==> src/rtl/uart_pattern_gen.sv <==
// Test-pattern source for uart_tx: one start pulse and data word per character, paced by tx_busy.
// Optional XOR checksum output when PATGEN_CHECKSUM_EN is defined.
module uart_pattern_gen #(
  parameter int                DATA_W    = 8,
  parameter logic [DATA_W-1:0] LFSR_TAPS = 8'hB8,
  parameter int                GAP_W     = 16,
  parameter int                CNT_W     = 16,
  parameter int                ACK_TO    = 64
) (
  input  logic              clk,
  input  logic              rstn,
  input  logic              enable,
  input  logic [1:0]        mode,
  input  logic [DATA_W-1:0] seed,
  input  logic [CNT_W-1:0]  burst_len,
  input  logic [GAP_W-1:0]  gap,
  input  logic              tx_busy,
  output logic              start,
  output logic [DATA_W-1:0] data,
  output logic              busy,
  output logic              done,
  output logic              err,
  output logic [CNT_W-1:0]  sent_cnt
`ifdef PATGEN_CHECKSUM_EN
  ,
  output logic [DATA_W-1:0] checksum
`endif
);

  localparam int ACK_W = $clog2(ACK_TO + 1);

  typedef enum logic [2:0] {
    S_IDLE, S_LOAD, S_SEND, S_WAIT_ACK, S_WAIT_TX, S_GAP, S_FIN
  } state_t;

  state_t             r_state;
  state_t             w_state_next;
  logic               r_en_d;
  logic [1:0]         r_mode;
  logic [CNT_W-1:0]   r_len;
  logic [GAP_W-1:0]   r_gap;
  logic [GAP_W-1:0]   r_gap_cnt;
  logic [ACK_W-1:0]   r_ack_cnt;
  logic [DATA_W-1:0]  r_data;
  logic [CNT_W-1:0]   r_sent_cnt;
  logic               r_err;
  logic               w_start;
  logic               w_done;
  logic               w_advance;
  logic               w_timeout;
  logic               w_last;
  logic [DATA_W-1:0]  w_lfsr;
  logic [DATA_W-1:0]  w_data_adv;
  logic [DATA_W-1:0]  w_seed_adj;

  // Galois LFSR step: shift right, fold the dropped LSB back in through the tap mask
  genvar gi;
  generate
    for (gi = 0; gi < DATA_W; gi++) begin : g_lfsr
      if (gi == DATA_W - 1) begin : g_top
        assign w_lfsr[gi] = r_data[0] & LFSR_TAPS[gi];
      end else begin : g_mid
        assign w_lfsr[gi] = r_data[gi+1] ^ (r_data[0] & LFSR_TAPS[gi]);
      end
    end
  endgenerate

  // An all-zero LFSR state would lock up, so a zero seed starts at 1 instead
  assign w_seed_adj = (mode == 2'd2 && seed == '0) ? DATA_W'(1) : seed;
  assign w_last     = (r_len != '0 && r_sent_cnt == r_len) || !enable;

  always_comb begin
    w_data_adv = r_data;
    case (r_mode)
      2'd0:    w_data_adv = r_data + DATA_W'(1);
      2'd1:    w_data_adv = r_data - DATA_W'(1);
      2'd2:    w_data_adv = w_lfsr;
      default: w_data_adv = r_data;
    endcase
  end

  always_comb begin
    w_state_next = r_state;
    w_start      = 1'b0;
    w_done       = 1'b0;
    w_advance    = 1'b0;
    w_timeout    = 1'b0;
    case (r_state)
      S_IDLE:     if (enable && !r_en_d) w_state_next = S_LOAD;
      S_LOAD:     w_state_next = S_SEND;
      S_SEND: begin
        w_start      = 1'b1;
        w_state_next = S_WAIT_ACK;
      end
      S_WAIT_ACK: begin
        if (tx_busy) begin
          w_state_next = S_WAIT_TX;
        end else if (r_ack_cnt == ACK_W'(ACK_TO - 1)) begin
          w_timeout    = 1'b1;
          w_state_next = S_FIN;
        end
      end
      S_WAIT_TX: begin
        if (!tx_busy) begin
          w_advance = 1'b1;
          if (w_last)              w_state_next = S_FIN;
          else if (r_gap == '0)    w_state_next = S_SEND;
          else                     w_state_next = S_GAP;
        end
      end
      S_GAP:      if (r_gap_cnt == r_gap - GAP_W'(1)) w_state_next = S_SEND;
      S_FIN: begin
        w_done       = 1'b1;
        w_state_next = S_IDLE;
      end
      default:    w_state_next = S_IDLE;
    endcase
  end

  always_ff @(posedge clk or negedge rstn) begin
    if (!rstn) begin
      r_state    <= S_IDLE;
      r_en_d     <= 1'b0;
      r_mode     <= '0;
      r_len      <= '0;
      r_gap      <= '0;
      r_gap_cnt  <= '0;
      r_ack_cnt  <= '0;
      r_data     <= '0;
      r_sent_cnt <= '0;
      r_err      <= 1'b0;
    end else begin
      r_state <= w_state_next;
      r_en_d  <= enable;
      if (r_state == S_LOAD) begin
        r_mode     <= mode;
        r_len      <= burst_len;
        r_gap      <= gap;
        r_data     <= w_seed_adj;
        r_sent_cnt <= '0;
        r_err      <= 1'b0;
      end
      if (w_start) begin
        r_ack_cnt <= '0;
        if (r_sent_cnt != '1) r_sent_cnt <= r_sent_cnt + CNT_W'(1);
      end
      if (r_state == S_WAIT_ACK && !tx_busy && !w_timeout) r_ack_cnt <= r_ack_cnt + ACK_W'(1);
      if (w_timeout) r_err <= 1'b1;
      if (w_advance) begin
        r_data    <= w_data_adv;
        r_gap_cnt <= '0;
      end
      if (r_state == S_GAP) r_gap_cnt <= r_gap_cnt + GAP_W'(1);
    end
  end

`ifdef PATGEN_CHECKSUM_EN
  logic [DATA_W-1:0] r_checksum;

  always_ff @(posedge clk or negedge rstn) begin
    if (!rstn) begin
      r_checksum <= '0;
    end else if (r_state == S_LOAD) begin
      r_checksum <= '0;
    end else if (w_start) begin
      r_checksum <= r_checksum ^ r_data;
    end
  end

  assign checksum = r_checksum;
`endif

  assign start    = w_start;
  assign done     = w_done;
  assign busy     = (r_state != S_IDLE);
  assign data     = r_data;
  assign err      = r_err;
  assign sent_cnt = r_sent_cnt;

endmodule

==> config.mk <==
export PLATFORM = sky130hd
export DESIGN_NAME = uart_pattern_gen
export DESIGN_NICKNAME = d
export VERILOG_FILES = /design/src/rtl/uart_pattern_gen.sv
export SDC_FILE = /design/constraint.sdc
export NUM_CORES = 1
export LEC_CHECK = 0
export BUFFER_PORTS_ARGS = -buffer_cell sky130_fd_sc_hd__buf_2
export CORE_UTILIZATION = 25
export DETAILED_ROUTE_END_ITERATION = 10
export GPL_TIMING_DRIVEN = 0
export PLACE_DENSITY_LB_ADDON = 0.3
export SLEW_MARGIN = 20
export SYNTH_ARGS = -nofsm -noshare
export SYNTH_HDL_FRONTEND = slang
export SYNTH_SLANG_ARGS = --single-unit
==> constraint.sdc <==
create_clock -name clk -period 2.3 [get_ports clk]
set_input_delay 0.46 -clock clk [delete_from_list [all_inputs] [get_ports clk]]
set_output_delay 0.46 -clock clk [all_outputs]
set_load 0.05 [all_outputs]
# Word-level counts from Yosys, hierarchy flattened

Index checks and enable logic that the tools add are counted.
W data, S select, Z words.

Bits in registers: 86
Bits in latches: 0
Memory bits (writable): 0
ROM bits: 0
Bits of input ports: 46
Output and inout bits: 28
Word-level logic and storage cells: 87
Memories: 0

$add $sub $neg: 6
$mul: 0
Divide/modulo/power cells: 0
Magnitude comparators: 0
Equal/unequal tests: 18
Shifts and indexed selects: 0
Multiplexer cells: 28
Bitwise operators: 3
Reduce and logical (&&, ||, !) cells: 22

Operator list:

| kind                    | count |
|---|---|
| $mux W16                | 5 |
| $add A16 B1 Y16 const B | 2 |
| $eq A16 B16 Y1          | 2 |
| $mux W8                 | 3 |
| $pmux W8 S3             | 1 |
| $mux W3                 | 7 |
| $pmux W3 S6             | 1 |
| $logic_not A16 Y1       | 1 |
| $ne A16 B16 Y1 const B  | 1 |
| $reduce_bool A16 Y1     | 1 |
| $sub A16 B1 Y16 const B | 1 |
| $mux W7                 | 2 |
| $eq A3 B3 Y1 const B    | 3 |
| $mux W1                 | 9 |
| $add A8 B1 Y8 const B   | 1 |
| $logic_not A8 Y1        | 1 |
| $reduce_bool A2 Y1      | 4 |
| $sub A8 B1 Y8 const B   | 1 |
| $add A7 B1 Y7 const B   | 1 |
| $eq A7 B6 Y1 const B    | 1 |
| $eq A3 B2 Y1 const B    | 2 |
| $ne A2 B2 Y1 const B    | 3 |
| $logic_and A1 B1 Y1     | 5 |
| $eq A2 B2 Y1 const B    | 2 |
| 12 further kinds        | 17 |

# Logic depth before layout (Yosys ltp)

Gate-level depths: netlist (run 1).

Depth after elaboration: 7
Gate-level depth with buffers: 10
Mapped depth without buffers: 10

# Worst setup path after synthesis (run 1)

Ideal clock, no wire load.

Kind: register to register
From: reg r_data[0], in the netlist data[0]
To: reg r_data[6], in the netlist data[6]
Library setup time: 0.132 ns
Data arrival time: 2.443 ns
Data required time: 2.168 ns
Setup slack: -0.275 ns
Stages on the path, launching flop included: 11
Buffers on the path: 1
Period minus slack after synthesis: 2.575 ns
Cells stage by stage: dfrtp_1 -> clkbuf_1 -> inv_1 -> fa_1 -> nor2b_1 -> o21ai_0 -> a21boi_0 -> o21ai_0 -> and4b_1 -> a211oi_1 -> a21oi_1

Word-level cells in the longest chain between the ends: 3
Elaborated cells on any way between the ends: 4
Classes of those cells: add/sub (2); mux (2)

RTL lines:

| item                                                  | RTL line | text |
|---|---|---|
| start, declared                                       | 44       | `logic [DATA_W-1:0] r_data;` |
| start signal, assigned                                | 139      | `r_data <= w_seed_adj;` |
| start signal, assigned                                | 150      | `r_data <= w_data_adv;` |
| $sub A8 B1 Y8 / $add A8 B1 Y8 (equally long branches) | 76, 75   |  |
| $pmux W8 S3 (*)                                       | 74       | `case (r_mode)` |
| $mux W8 (*)                                           | 149      | `if (w_advance) begin` |

Mark *: on every way between the ends. The rest lies on a longest branch, timed or not.
A chain may end at the register's enable or synchronous reset.

# Final worst setup path (run 1)

From: reg r_mode[0]
To: reg r_data[7], in the netlist data[7]

Word-level cells in the longest chain between the ends: 3
Elaborated cells on any way between the ends: 7
Classes of those cells: eq/ne (3); mux (2); reduce/logical (2)

RTL lines:

| item                                                | RTL line | text |
|---|---|---|
| start, declared                                     | 39       | `logic [1:0] r_mode;` |
| start signal, assigned                              | 136      | `r_mode <= mode;` |
| $eq A2 B2 Y1, or another cell as far along          | 74       |  |
| $pmux W8 S3 / $ne A4 B1 Y1 (equally long branches)  | -        |  |
| $mux W8 / $reduce_and A2 Y1 (equally long branches) | -        |  |

Several ways; a longest one is shown, not always the timed one.

==> key figures, run 1 <==
STA
  • RSZ-0062 raised after global routing: true
  • Clk_skew: 0.0149 ns
  • Worst-Margin Slew: 0.629 ns
  • Final WS setup: 0.0545 ns
  • Crit share post-route: 0.976
  • Post-route setup TNS: 0 ns
  • Worst slew margin: 0.581
  • Final Hold Vio Count: 0
  • Setup violations, final: 0
  • Period minus WS final: 2.25 ns
  • Highest Clock Rate: 0.445 GHz
  • Pins Over Slew Limit: 0

Die
  • I/O pin count: 74
  • Core Area: 19700 um2
  • Die H: 144 um
  • # rows: 51
  • Die area: 20900 um2
  • Chip width: 144 um
  • Initial core utilization: 0.258

Worst setup path
  • Setup crit start: r_mode[0]
  • Critical path arrival: 2.50 ns
  • Crit-path max cell delay: 0.43 ns
  • Crit-path max FO: 3
  • CP Capture Type: flop
  • Required time worst endpoint: 2.55 ns
  • Worst reg2reg path startpoint: r_mode[0]
  • Slowest cell on crit path: dfrtp_2
  • Cells along the critical path: nand2b_4 > inv_2 > buf_4 > ha_1 > a21oi_2 > o21ai_1 > a2111oi_2 > nor3_1 > xnor2_1 > o311ai_1
  • Critical path type: flop to flop
  • Worst path buffer plus inverter count: 2
  • Largest delay contributor family on the critical path: compound AO/OA/AOI/OAI gates
  • Crit path launch type: flop

Synthesis
  • Synth Area in Adders: 0.0311
  • Post-synthesis mux area share: 0.0160
  • Yosys warnings: 0
  • FF+latch count, synth: 86
  • Synth cell types: 60
  • Register area share after synthesis: 0.424
  • Post-Synth Simple-Gate Area: 0.276
  • Primary FF master, synth: dfrtp_1
  • Syn_nets: 650
  • Async S/R FF share, synth: 1.00
  • Post-Syn Instances: 592
  • Synth Area in XOR/XNOR: 0.0846
  • Largest family of logic cells by synthesized area: simple AND/OR/NAND/NOR gates
  • Syn Area/Cell: 8.57 um2
  • Number of flops mapped to enable cells by yosys: 0
  • Post-synthesis compound-gate area fraction: 0.135
  • Cell Area, Synth: 5070 um2

Final layout
  • Footprint of the multi-input gates: 2860 um2
  • Most frequent cells in the layout: nand2_1 (154), dfrtp_1 (79), buf_2 (72)
  • Layout cells sized above 1: 0.212
  • Filler cells: 2145
  • Final nets: 749
  • Register area: 2160 um2
  • Layout area overhead: 25.0%
  • N_diodes: 0
  • Most common cell after layout, fill and taps aside: nand2_1

Clock network
  • Max clock buf depth: 2
  • H-tree Lvls: 3
  • TritonCTS clock tree: yes
  • Clk_lat worst skew: 0.35 ns
  • CTS Sinks: 86
  • TritonCTS Buffers: 9
  • Reg clk slew, reported paths: 0.07 ns
  • Clock root cell: clkbuf_16

Placed design
  • Hpwl dp: 10.5 mm
  • Routability cong.: 0.800
  • Pre-CTS setup slack: -0.325 ns
  • # port buffers: 73

Detailed routing
  • DR DRC count: 0
  • Final wirelength: 14.4 mm
  • DRT iter0 DRCs: 247
  • Via density: 4.70
  • DRT Pass-1 Iters: 5
  • Final ANT Viol Nets: 0
  • Routed wire per std cell: 15.0 um
  • DR vias: 4516

Global routing
  • Initial antenna violation count: 0
  • Vias in the first global route: 4359
  • Wire length of the first global-routing pass: 23.3 mm
  • Overflow after GRT: 0
  • Largest net degree at the start of global routing: 56
  • All-Layer GR Usage: 0.147

Hold path
  • Min-delay src: enable
  • Worst Hold Class: input pin to flop

Pwr
  • PwrDens: 1210 nW/um2
  • Leakage: 0.00289 uW
  • Max rail drop VDD: 0.531 mV

Run
  • Maxcap violations: 0

Status
  • Status: complete, no violations
power breakdown:
group	total [uW]	switching [uW]	leakage [uW]	internal, uW
combinational	3610	2120	0.00165	1490
clock	1490	621	0.000141	867
sequential	2540	564	0.00110	1970
state kept, by name, indices dropped and copies added, names as in the netlist:
signal	count
r_state	3
r_ack_cnt	7
data	8
r_len	16
sent_cnt	16
r_gap_cnt	16
r_mode	2
r_gap	16
err	1
r_en_d	1
per-layer routing:
metal,vias up,share of wire,GRT usage
met1,2152,0.51,0.210
met2,94,0.44,0.216
met4,0,0.0052,0.0327
li1,2266,-,-
met5,-,0,0
met3,4,0.051,0.0427
cell usage after synthesis, types with 4 or more instances:
cell type,n,share of area
nor4_1,8,0.0099
o21ai_0,47,0.046
clkbuf_1,17,0.013
nor2b_1,6,0.0074
inv_1,16,0.012
dfrtp_1,86,0.42
o211ai_1,9,0.013
nor3b_1,5,0.0074
a21oi_1,13,0.013
ha_1,11,0.027
nand4_1,13,0.016
o31ai_1,7,0.010
and3_1,16,0.020
xnor2_1,31,0.054
nand2_1,154,0.11
nand3_1,26,0.026
nor3_1,11,0.011
or2_2,4,0.0049
or3_1,5,0.0062
xor2_1,18,0.031
nor2_1,23,0.017
mux2i_1,7,0.014
final timing paths:
| kind | cells past startpoint | slack [ns] | end |
|---|---|---|---|
| worst max-delay path | 10 | 0.05 | data[7] |
| worst min-delay path | 1 | 0.27 | r_en_d |
| worst max register to register | 10 | 0.05 | data[7] |
| worst min register to register | 1 | 0.51 | r_gap_cnt[15] |
| max in group asynchronous | 3 | 1.14 | r_gap[2] |
| min in group asynchronous | 2 | 0.56 | r_ack_cnt[1] |
layout make-up:
type                       instances  area share
clock inverter                     5     0.00928
sequential                        86       0.341
multi-input combinational        467       0.451
tap                              265      0.0523
timing repair buffer              89      0.0811
inverter                          16     0.00947
buffer                            22      0.0184
clock buffer                      10      0.0377
logic make-up (layout without fill, tap and decap cells):
group	count (synthesis)	count (layout)
buffers and inverters	39	142
XOR/XNOR	49	49
AO/OA/AOI/OAI	107	107
adder cells (fa/ha/maj)	12	12
flip-flops	86	86
AND/OR/NAND/NOR	291	291
multiplexers	8	8
through the flow:
stage          instances   util  hold WS, ns  instance area, um2  power [uW]
2_1_floorplan        592      -        0.164                5090        4910
3_3_place_gp         930  0.294        0.499                5780        5770
3_5_place_dp         931  0.296        0.368                5820        5790
4_1_cts              959  0.320        0.257                6290        7640
5_1_grt              960  0.323        0.254                6340        8280
6_report             960  0.323        0.271                6340        7640
what timing repair did:
item                       4_1_cts  5_1_grt
hold endpoints to repair        28        0
pin swaps                       12        6
setup endpoints to repair        9       41
gates resized for setup         22       12
buffers inserted                12        2
hold buffers                     1        0
gates cloned                     0        0
(Power assumes the default switching activity.)
==> run 2, diff against run 1 <==
CORE_UTILIZATION = 54   (was 25)
CTS_BUF_LIST = sky130_fd_sc_hd__clkbuf_4   (was default)
==> run 2 against run 1 <==
The flow now finishes with violations (setup timing). Highest routed layer unchanged. Critical endpoint is now r_state[0]. Global-route usage rose by 14 points. Design area fell by 4.2%. Die area fell by 53%. First-iteration DRC count rose by 23%. Fmax fell by 3.6%. Worst hold slack got worse by 0.085 ns. Clock skew rose by 0.0033 ns. Worst setup slack got worse by 0.085 ns. Critical path depth fell by 2. Wire length fell by 8.2%. Final cell count fell by 16%. Non-clock buffer count rose by 5.
==> key figures, run 2 (synthesized netlist as in run 1, its figures left out) <==
Clock network
  • Max clock buf depth: 2
  • Clk_lat worst skew: 0.44 ns
  • CTS Sinks: 86
  • TritonCTS Buffers: 9
  • H-tree Lvls: 3
  • Reg clk slew, reported paths: 0.15 ns
  • Clock root cell: clkbuf_4
  • TritonCTS clock tree: yes

Worst setup path
  • Critical path type: flop to flop
  • Reg2reg end: r_state[0]
  • Crit path launch type: flop
  • Worst reg2reg path startpoint: r_gap[4]
  • Critical path arrival: 2.66 ns
  • Crit-path max FO: 10
  • Required time worst endpoint: 2.63 ns
  • Reg2reg setup slack: -0.03 ns
  • R2R depth: 8
  • Setup crit start: r_gap[4]
  • CP endpoint: r_state[0]
  • CP Capture Type: flop

STA
  • Post-route setup TNS: -0.0300 ns
  • Pins Over Slew Limit: 0
  • Period minus WS final: 2.33 ns
  • Setup violations, final: 1
  • Worst-Margin Slew: 0.636 ns
  • Highest Clock Rate: 0.429 GHz
  • Clk_skew: 0.0182 ns
  • RSZ-0062 raised after global routing: true
  • Final WS setup: -0.0300 ns
  • Worst slew margin: 0.576
  • Final Hold Vio Count: 0
  • Crit share post-route: 1.01

Final layout
  • Layout area overhead: 19.8%
  • Filler cells: 719
  • Layout cells sized above 1: 0.227
  • Most frequent cells in the layout: nand2_1 (154), dfrtp_1 (80), buf_2 (71)
  • N_diodes: 0
  • Final nets: 754
  • Non-filler cells, final: 809
  • Most common cell after layout, fill and taps aside: nand2_1

Detailed routing
  • DRT Pass-1 Iters: 5
  • DR DRC count: 0
  • Final wirelength: 13.2 mm
  • Final ANT Viol Nets: 0
  • Via density: 5.86
  • DRT iter0 DRCs: 304
  • DR vias: 4741
  • Routed wire per std cell: 16.3 um

Die
  • Core Area: 8890 um2
  • Die H: 98.9 um
  • Chip width: 98.9 um
  • I/O pin count: 74
  • Die area: 9780 um2
  • Initial core utilization: 0.570
  • # rows: 34

Global routing
  • All-Layer GR Usage: 0.282
  • Largest net degree at the start of global routing: 59
  • Wire length of the first global-routing pass: 21.8 mm
  • Vias in the first global route: 4617
  • Overflow after GRT: 0
  • Initial antenna violation count: 0

Status
  • Status: complete, but fails checks
  • Failing checks: setup timing

Placed design
  • Hpwl dp: 9.19 mm
  • Routability cong.: 0.873
  • # port buffers: 73
  • Dpl cells: 774

Hold path
  • Worst Hold Class: input pin to flop

Run
  • Maxcap violations: 0

Pwr
  • Max rail drop VDD: 0.575 mV
  • PwrDens: 1210 nW/um2
  • Leakage: 0.00287 uW
[run 2: cell types whose count changed in the layout (fill, tap and decap cells not counted), sizes merged]
cell and delta:
inv +1, clkinvlp -1, clkinv +1, bufinv +1
clkbuf +1, buf +3
[run 2: layer usage]
| metal | up-vias | track usage | part of all wire | wire [um] |
|---|---|---|---|---|
| met2 | 177 | 0.471 | 0.48 | 6320 |
| met5 | - | 0 | 0 | 0 |
| met1 | 2271 | 0.374 | 0.45 | 5920 |
| met4 | 0 | 0.0792 | 0.015 | 195 |
| li1 | 2273 | - | - | - |
| met3 | 20 | 0.0560 | 0.056 | 735 |
[run 2: worst min-delay path by stage]
| stage | start | end | slack (ns) | cells past startpoint |
|---|---|---|---|---|
| after floorplan | rstn | data[0] | 0.16 | 0 |
| after global placement | r_gap_cnt[15] | r_gap_cnt[15] | 0.49 | 1 |
| after detailed placement | rstn | data[4] | 0.42 | 1 |
| after CTS | enable | r_en_d | 0.17 | 1 |
| after global routing | enable | r_en_d | 0.14 | 1 |
| final | enable | r_en_d | 0.19 | 1 |
[run 2: critical path, stage by stage, from the launching register on]
cell     delay, ns
dfrtp_1       0.45
nor3_4        0.26
buf_4         0.21
a21oi_2       0.07
o21a_1        0.22
o31ai_4       0.23
nand4_1       0.11
a211o_1       0.34
a211o_1       0.31
[run 2: what timing repair did]
| item | CTS | global route |
|---|---|---|
| buffers inserted | 10 | 8 |
| resized for setup | 17 | 29 |
| hold endpoints to repair | 28 | 0 |
| endpoints found under the setup margin | 9 | 20 |
| pin swaps | 8 | 9 |
| hold buffers | 1 | 0 |
[run 2: through the flow]
stage	cell area [um2]	hold slack [ns]	util	worst slack, ns	power (uW)
6_report	6070	0.186	0.683	-0.0300	7380
5_1_grt	6070	0.143	0.683	-0.0810	7900
4_1_cts	5930	0.168	0.667	-0.0792	7020
3_5_place_dp	5620	0.417	0.632	-0.324	5730
3_3_place_gp	5590	0.488	0.628	-0.198	5570
2_1_floorplan	5090	0.164	-	0.0321	4910
[run 2: power by group]
part | internal, uW | switching (uW)
Combinational | 1610 | 2250
Clock | 445 | 563
Sequential | 1970 | 548
Total | 4020 | 3360
[run 2: area by class of cell]
cell class / instances / area [um2] / area share
Multi-Input combinational cell: 467 / 2890 / 0.476
Sequential cell: 86 / 2160 / 0.356
Timing Repair Buffer: 93 / 549 / 0.0904
Tap cell: 108 / 135 / 0.0222
Buffer: 23 / 119 / 0.0196
Clock inverter: 7 / 95.1 / 0.0157
Clock buffer: 9 / 67.6 / 0.0111
Inverter: 16 / 60.1 / 0.00989
==> run 3, diff against run 2 <==
BUFFER_PORTS_ARGS = -buffer_cell sky130_fd_sc_hd__buf_4   (was -buffer_cell sky130_fd_sc_hd__buf_2)
SLEW_MARGIN = default   (was 20)
==> run 3 against run 2 <==
The flow now finishes without violations. Fmax is 1.5% higher. Worst setup slack better by 0.034 ns. First-iteration DRC count up 32%. Via count grew 1.6%. Clock skew fell by 0.0035 ns. Sequential power is essentially flat. Final cell count increased by 0.99%. Sequential share of layout area fell by 1.0 points. Register-to-register slack gained 0.03 ns.
==> key figures, run 3 (synthesized netlist as in run 1, its figures left out) <==
STA
  • Period minus WS final: 2.30 ns
  • Worst slew margin: 0.266
  • RSZ-0062 raised after global routing: true
  • Setup violations, final: 0
  • Pins Over Slew Limit: 0
  • Clk_skew: 0.0147 ns
  • Final WS setup: 0.00388 ns
  • Final Hold Vio Count: 0
  • Highest Clock Rate: 0.436 GHz
  • Crit share post-route: 0.998
  • Post-route setup TNS: 0 ns
  • Worst-Margin Slew: 1.10 ns

Pwr
  • Sw frac: 0.448
  • Overall Power: 7450 uW
  • Leakage: 0.00293 uW
  • Logic pwr share: 0.526
  • Internal: 4110 uW
  • Flop pwr share: 0.339
  • PwrDens: 1190 nW/um2
  • Psw: 3340 uW
  • Max rail drop VDD: 0.528 mV
  • Clk pwr share: 0.135

Worst setup path
  • Required time worst endpoint: 2.65 ns
  • Crit-path max FO: 6
  • R2R depth: 9
  • Reg2reg end: r_state[0]
  • Critical path type: flop to flop
  • Reg2reg setup slack: 0.004 ns
  • CP Capture Type: flop
  • Critical path arrival: 2.65 ns
  • Worst reg2reg path startpoint: r_gap[2]
  • Crit path launch type: flop

Die
  • Chip width: 98.9 um
  • Core Area: 8890 um2
  • Die area: 9780 um2
  • I/O pin count: 74
  • Die H: 98.9 um
  • Initial core utilization: 0.570
  • # rows: 34

Status
  • Status: complete, no violations

Placed design
  • Pre-CTS setup slack: -0.300 ns
  • Routability cong.: 0.882
  • # port buffers: 73
  • Placed Instance Area: 5770 um2
  • Hpwl dp: 9.35 mm

Final layout
  • Footprint of the multi-input gates: 2860 um2
  • Most common cell after layout, fill and taps aside: nand2_1
  • Layout cells sized above 1: 0.226
  • Register area: 2160 um2
  • Most frequent cells in the layout: nand2_1 (154), buf_4 (100), dfrtp_1 (82)
  • Final nets: 761
  • Final instance area: 6250 um2
  • Filler cells: 700
  • Final core occ: 0.703
  • Layout area overhead: 23.2%

Global routing
  • Initial antenna violation count: 1
  • Overflow after GRT: 0
  • Vias in the first global route: 4552
  • Wire length of the first global-routing pass: 21.8 mm
  • Largest net degree at the start of global routing: 87
  • All-Layer GR Usage: 0.280

Clock network
  • TritonCTS Buffers: 9
  • Clock root cell: clkbuf_4
  • TritonCTS clock tree: yes
  • Clk_lat worst skew: 0.45 ns
  • Reg clk slew, reported paths: 0.15 ns
  • Max clock buf depth: 2
  • CTS Sinks: 86
  • H-tree Lvls: 3

Detailed routing
  • Routed wire per std cell: 16.7 um
  • DRT iter0 DRCs: 401
  • DR vias: 4816
  • Via density: 5.89
  • Final ANT Viol Nets: 0
  • DR DRC count: 0
  • DRT Pass-1 Iters: 6
  • Final wirelength: 13.6 mm

Hold path
  • Worst Hold Path EP: r_en_d
  • Min-delay src: enable
  • Worst Hold Class: input pin to flop
  • Hold path depth: 1

Run
  • Maxcap violations: 0
[run 3: critical path: stages, from the launching register on]
cell and delay (ns):
dfrtp_2 0.48, nor3_4 0.27, buf_6 0.17, buf_4 0.11, and3_1 0.19, a31oi_1 0.11
o22ai_1 0.17, nand4_1 0.10, a211o_1 0.34, a211o_1 0.27
[run 3: per-stage QoR]
| stage | hold WS, ns | cells |
|---|---|---|
| floorplan | 0.164 | 592 |
| global placement | 0.488 | 773 |
| detailed placement | 0.495 | 773 |
| CTS | 0.126 | 796 |
| global route | 0.129 | 817 |
| finish | 0.142 | 817 |
[run 3: worst max-delay path by stage]
stage,from,to,slack [ns],depth (start not counted)
floorplan,r_mode[1],data[7],0.03,10
global placement,r_gap[0],r_state[0],-0.19,9
detailed placement,r_gap[0],r_state[0],-0.30,9
CTS,r_state[1],r_gap_cnt[13],-0.10,8
global route,r_mode[1],data[7],-0.14,10
finish,r_gap[2],r_state[0],0.004,9
[run 3: what timing repair did]
item | CTS | global route
cloned | 0 | 0
resized for setup | 10 | 28
pin swaps | 4 | 17
buffers inserted | 7 | 21
hold buffers | 0 | 0
setup endpoints to repair | 11 | 46
[run 3: final cells by class]
| type | instances | share of cell area |
|---|---|---|
| clock buffer | 10 | 0.0120 |
| multi-input combinational | 467 | 0.458 |
| clock inverter | 6 | 0.0136 |
| inverter | 16 | 0.00961 |
| antenna | 1 | 0.000401 |
| sequential | 86 | 0.345 |
| tap | 108 | 0.0216 |
| timing repair buffer | 101 | 0.122 |
| buffer | 22 | 0.0176 |
[run 3: layer usage]
layer  part of all wire  vias to the layer above  track usage
li1                   -                     2292            -
met1               0.42                     2308        0.377
met2               0.50                      196        0.459
met3              0.073                       20       0.0433
met4              0.015                        0       0.0976
met5                  0                        -            0
[run 3: power by group through the flow]
stage / clock [uW] / sequential (uW) / combinational, uW
2_1_floorplan: 0 / 2680 / 2230
3_3_place_gp: 0 / 2510 / 3140
3_5_place_dp: 0 / 2530 / 3280
4_1_cts: 1010 / 2500 / 3470
5_1_grt: 1070 / 2580 / 4300
6_report: 1000 / 2530 / 3920
